[config.mk]
export PLATFORM = sky130hd
export DESIGN_NAME = dmem_sram_like_bridge
export DESIGN_NICKNAME = d
export VERILOG_FILES = /design/src/rtl/dmem_sram_like_bridge.sv
export SDC_FILE = /design/constraint.sdc
export NUM_CORES = 1
export LEC_CHECK = 0
export CORE_ASPECT_RATIO = 0.6
export CORE_MARGIN = 3
export CORE_UTILIZATION = 42
export CTS_BUF_LIST = sky130_fd_sc_hd__clkbuf_4
export CTS_CLUSTER_DIAMETER = 80
export CTS_CLUSTER_SIZE = 30
export DETAILED_ROUTE_END_ITERATION = 8
export GPL_TIMING_DRIVEN = 1
export PLACE_DENSITY = 0.88
export SYNTH_ARGS = -nofsm -noshare
export SYNTH_HDL_FRONTEND = slang
export SYNTH_SLANG_ARGS = --single-unit
[constraint.sdc]
create_clock -name clk -period 2.7 [get_ports clk]
set_input_delay 0.54 -clock clk [delete_from_list [all_inputs] [get_ports clk]]
set_output_delay 0.54 -clock clk [all_outputs]
set_load 0.005 [all_outputs]
[src/rtl/dmem_sram_like_bridge.sv]
// rtl/dmem_sram_like_bridge.sv - core data-memory port to sram-like split-handshake bus bridge
//
// Ports:
//   clk, rst                 single clock, synchronous active-high reset
//   cpu_en, cpu_wen,         core access request: enable, byte write enables,
//   cpu_size, cpu_addr,      size (0 byte, 1 half, 2 word), byte address,
//   cpu_wdata                store data
//   ext_stall                stall from other pipeline sources
//   cpu_rdata, cpu_stall     load data and pipeline hold back to the core
//   req, wr, size, addr,     sram-like request channel (addr is translated)
//   wdata
//   addr_ok, data_ok, rdata  slave accept / data-phase complete / read data

module dmem_sram_like_bridge #(
    parameter logic KSEG_MAP = 1'b1
) (
    input  logic        clk,
    input  logic        rst,
    input  logic        cpu_en,
    input  logic [3:0]  cpu_wen,
    input  logic [1:0]  cpu_size,
    input  logic [31:0] cpu_addr,
    input  logic [31:0] cpu_wdata,
    input  logic        ext_stall,
    output logic [31:0] cpu_rdata,
    output logic        cpu_stall,
    output logic        req,
    output logic        wr,
    output logic [1:0]  size,
    output logic [31:0] addr,
    output logic [31:0] wdata,
    input  logic        addr_ok,
    input  logic        data_ok,
    input  logic [31:0] rdata
);

    typedef enum logic [1:0] {
        IDLE = 2'd0,
        REQ  = 2'd1,
        WAIT = 2'd2,
        DONE = 2'd3
    } state_t;

    state_t state_q;
    state_t state_d;

    logic [31:0] addr_xlat;
    logic        capture_en;
    logic        rdata_en;

    // kseg0 (0x8000_0000..) and kseg1 (0xA000_0000..) both alias physical low memory.
    always_comb begin
        addr_xlat = cpu_addr;
        if (KSEG_MAP == 1'b1) begin
            case (cpu_addr[31:29])
                3'b100,
                3'b101:  addr_xlat = {3'b000, cpu_addr[28:0]};
                default: addr_xlat = cpu_addr;
            endcase
        end
    end

    always_comb begin
        state_d   = state_q;
        cpu_stall = 1'b0;
        req       = 1'b0;
        case (state_q)
            IDLE: begin
                cpu_stall = cpu_en;
                if (cpu_en) begin
                    state_d = REQ;
                end
            end
            REQ: begin
                req       = 1'b1;
                cpu_stall = 1'b1;
                // data_ok without addr_ok cannot belong to this request; ignore it.
                if (addr_ok) begin
                    state_d = data_ok ? DONE : WAIT;
                end
            end
            WAIT: begin
                cpu_stall = 1'b1;
                if (data_ok) begin
                    state_d = DONE;
                end
            end
            DONE: begin
                // The instruction that issued this access is still presented
                // while ext_stall holds the pipeline, so no new capture here.
                if (!ext_stall) begin
                    state_d = IDLE;
                end
            end
            default: state_d = IDLE;
        endcase
    end

    assign capture_en = (state_q == IDLE) && cpu_en;
    assign rdata_en   = !wr && (((state_q == REQ) && addr_ok && data_ok) ||
                                ((state_q == WAIT) && data_ok));

    always_ff @(posedge clk) begin
        if (rst) begin
            state_q   <= IDLE;
            wr        <= 1'b0;
            size      <= 2'd0;
            addr      <= 32'd0;
            wdata     <= 32'd0;
            cpu_rdata <= 32'd0;
        end else begin
            state_q <= state_d;
            if (capture_en) begin
                wr    <= |cpu_wen;
                size  <= cpu_size;
                addr  <= addr_xlat;
                wdata <= cpu_wdata;
            end
            if (rdata_en) begin
                cpu_rdata <= rdata;
            end
        end
    end

endmodule

==> results.json <==
{
  "status": "completed",
  "htreeDepth": 3,
  "io_pins": 209,
  "crit_chain": "inv_1 -> ha_2 -> and2_2 -> nor2_1 -> nor2_1 -> clkdlybuf4s50_1",
  "p_seq_frac": 0.456,
  "crit_slowest_cell": "clkdlybuf4s50_1",
  "ctsResizeCount": 0,
  "gp_congestion": 0.836,
  "crit_family": "buffers and inverters",
  "worstPathRequired_ns": 2.16,
  "wl_met3_um": 1110,
  "switching_share": 0.332,
  "dpl_cell_area_sq_um": 5770,
  "grt_usage": 0.221,
  "rsz0062_at_grt": "no",
  "fin_skew_ns": 0.0135,
  "placed_cells": 748,
  "synth_area_sq_um": 3680,
  "overflow": 0,
  "drv_cap": 0,
  "relSlewSlack": 0.562,
  "startpoint": "state_q[0]",
  "synth.distinct_cells": 21,
  "switching_power_w": 0.00137,
  "die_h_um": 78.5,
  "setup_violations": 0,
  "leakagePower_nw": 2.12,
  "final_common_cell": "clkdlybuf4s50_1",
  "drc_errors": 0,
  "worst_pin_slew_ns": 0.657,
  "wl_met1_um": 4290,
  "power_density_nw_per_um2": 701,
  "p_int_w": 0.00276,
  "final_cell_mix": "207 x clkdlybuf4s50_1, 194 x nand2_1, 102 x a21oi_1, 99 x dfxtp_1, 10 x clkbuf_4",
  "final_cell_area_sq_um": 5890,
  "die_w_um": 127,
  "comb_power_share": 0.379,
  "clk_path_buf_depth": 2,
  "pwr-share-clk": 0.165,
  "hp-start": "wdata[17]",
  "port_buffers": 208,
  "layout.nets": 766,
  "dp_hpwl_um": 8150,
  "top_layer_used": "met4",
  "cts_inserted_buffers": 9,
  "drive_above_1_share": 0.0457,
  "grt_start_max_net_pins": 68,
  "syn_nets": 574,
  "holdBufCountCts": 0,
  "finalSetupTns_ns": 0,
  "dieArea_sq_um": 9960,
  "syn_area_per_cell_sq_um": 8.02,
  "cts_tree": "done",
  "syn_inst": 459,
  "min_period_over_period": 0.931,
  "core_sq_um": 8200,
  "antenna_found_initial": 1,
  "wl_um": 11000,
  "vdd_drop_max_v": 0.000416,
  "critical_path_class": "reg2out",
  "r2r_start": "state_q[0]",
  "finalCriticalPeriod_ns": 2.51,
  "path_max_fanout": 5,
  "area_growth_pct": 60.0,
  "via_count": 3696,
  "ys_seq_area_frac": 0.549,
  "grt_pass1_wl_um": 17400,
  "timing.hold.ws_ns": 0.461,
  "fin_cells": 765,
  "vias_per_cell": 4.83,
  "cp-end-kind": "output pin",
  "hold_viol_final": 0,
  "drtAntennaViolNets": 0,
  "post-cts-setup-buffers": 0,
  "clock_sinks": 101,
  "worst_skew_pair.late_latency_ns": 0.45,
  "start_util": 0.449,
  "yosysWarnings": 0,
  "max_stage_delay_ns": 0.51,
  "cp_common_cell": "nor2_1",
  "drt-pass1-iter-count": 4,
  "first_iter_violations": 125,
  "cp.arrival_ns": 1.97,
  "ys_seq_elements": 101,
  "rrSetupSlack_ns": 0.83,
  "routedWlPerCell_um": 14.3,
  "num_rows": 25,
  "cp_num_buf_inv": 2,
  "cts-root-buf": "clkbuf_4",
  "path_clk_slew_ns": 0.14,
  "start_kind": "register",
  "drv_slew": 0,
  "met2_length_um": 5390,
  "fmax_ghz": 0.398,
  "first_global_vias": 3605,
  "hold_path_class": "reg2reg"
}
power groups by stage:
stage | combinational, W | clock, W | sequential, W
2_1_floorplan | 0.000745 | 0 | 0.00192
3_3_place_gp | 0.00152 | 0 | 0.00190
3_5_place_dp | 0.00157 | 0 | 0.00192
4_1_cts | 0.00158 | 0.000721 | 0.00188
5_1_grt | 0.00172 | 0.000780 | 0.00192
6_report | 0.00156 | 0.000681 | 0.00188
logic make-up (layout without fill, tap and decap cells):
logic type / after synthesis / in the layout / share of synthesized area
mux: 1 / 1 / 0.00272
compound gates: 105 / 105 / 0.146
simple gates: 209 / 209 / 0.222
flops: 101 / 101 / 0.549
fa+ha+maj: 7 / 7 / 0.0238
buf+inv: 36 / 233 / 0.0561
other cells: 0 / 1 / 0
sequential cells by signal, summed over array words and instances, names as in the netlist:
name,cells
size,2
state_q,2
wr,1
addr,32
wdata,32
cpu_rdata,32
stage by stage:
stage               total power, W  setup WS [ns]   util
global placement           0.00342          0.333  0.704
floorplan                  0.00267          0.921      -
detailed placement         0.00348          0.333  0.704
finish                     0.00413          0.186  0.719
global route               0.00442         0.0150  0.719
CTS                        0.00418         0.0502  0.718
worst paths after layout:
check / end / cells past startpoint
hold / removal: wdata[17] / 2
hold reg to reg: wdata[17] / 2
setup / recovery: cpu_stall / 6
setup reg to reg: wr / 6
layer usage:
layer,global-route usage,vias up
li1,-,1857
met1,0.234,1689
met2,0.396,136
met3,0.101,14
met4,0.0653,0
met5,0,-
Yosys cell counts:
cell type | instances | area [sq um]
o41ai_1 | 1 | 8.76
nand3_1 | 2 | 10.0
nand2_1 | 195 | 732
o2111ai_1 | 1 | 8.76
clkbuf_1 | 15 | 56.3
nor2_1 | 3 | 11.3
nand2_2 | 2 | 12.5
ha_1 | 7 | 87.6
or3_1 | 1 | 6.26
a21oi_1 | 102 | 510
buf_6 | 7 | 78.8
dfxtp_1 | 101 | 2020
buf_4 | 2 | 15.0
inv_1 | 3 | 11.3
o31ai_1 | 1 | 7.51
or3b_1 | 1 | 8.76
buf_2 | 9 | 45.0
and2_1 | 1 | 6.26
nand2b_1 | 3 | 18.8
mux2i_1 | 1 | 10.0
nor3b_2 | 1 | 12.5
area by class of cell:
class	count	area, sq um
Fill cell	614	2310
Timing Repair Buffer	214	2140
Sequential cell	101	2020
Multi-Input combinational cell	322	1460
Tap cell	108	135
Clock buffer	10	75.1
Clock inverter	6	40.0
Inverter	3	11.3
Antenna cell	1	2.50
worst register-to-register path: cells and delay by family, from the launching register on:
family                   cells  cell delay (ns)
AND/OR/NAND/NOR              1             0.15
adder cells (fa/ha/maj)      1             0.23
AO/OA/AOI/OAI                2             0.39
flip-flops                   1             0.37
buffers and inverters        2             0.67
Note: power is estimated with default switching activity, not from simulation.
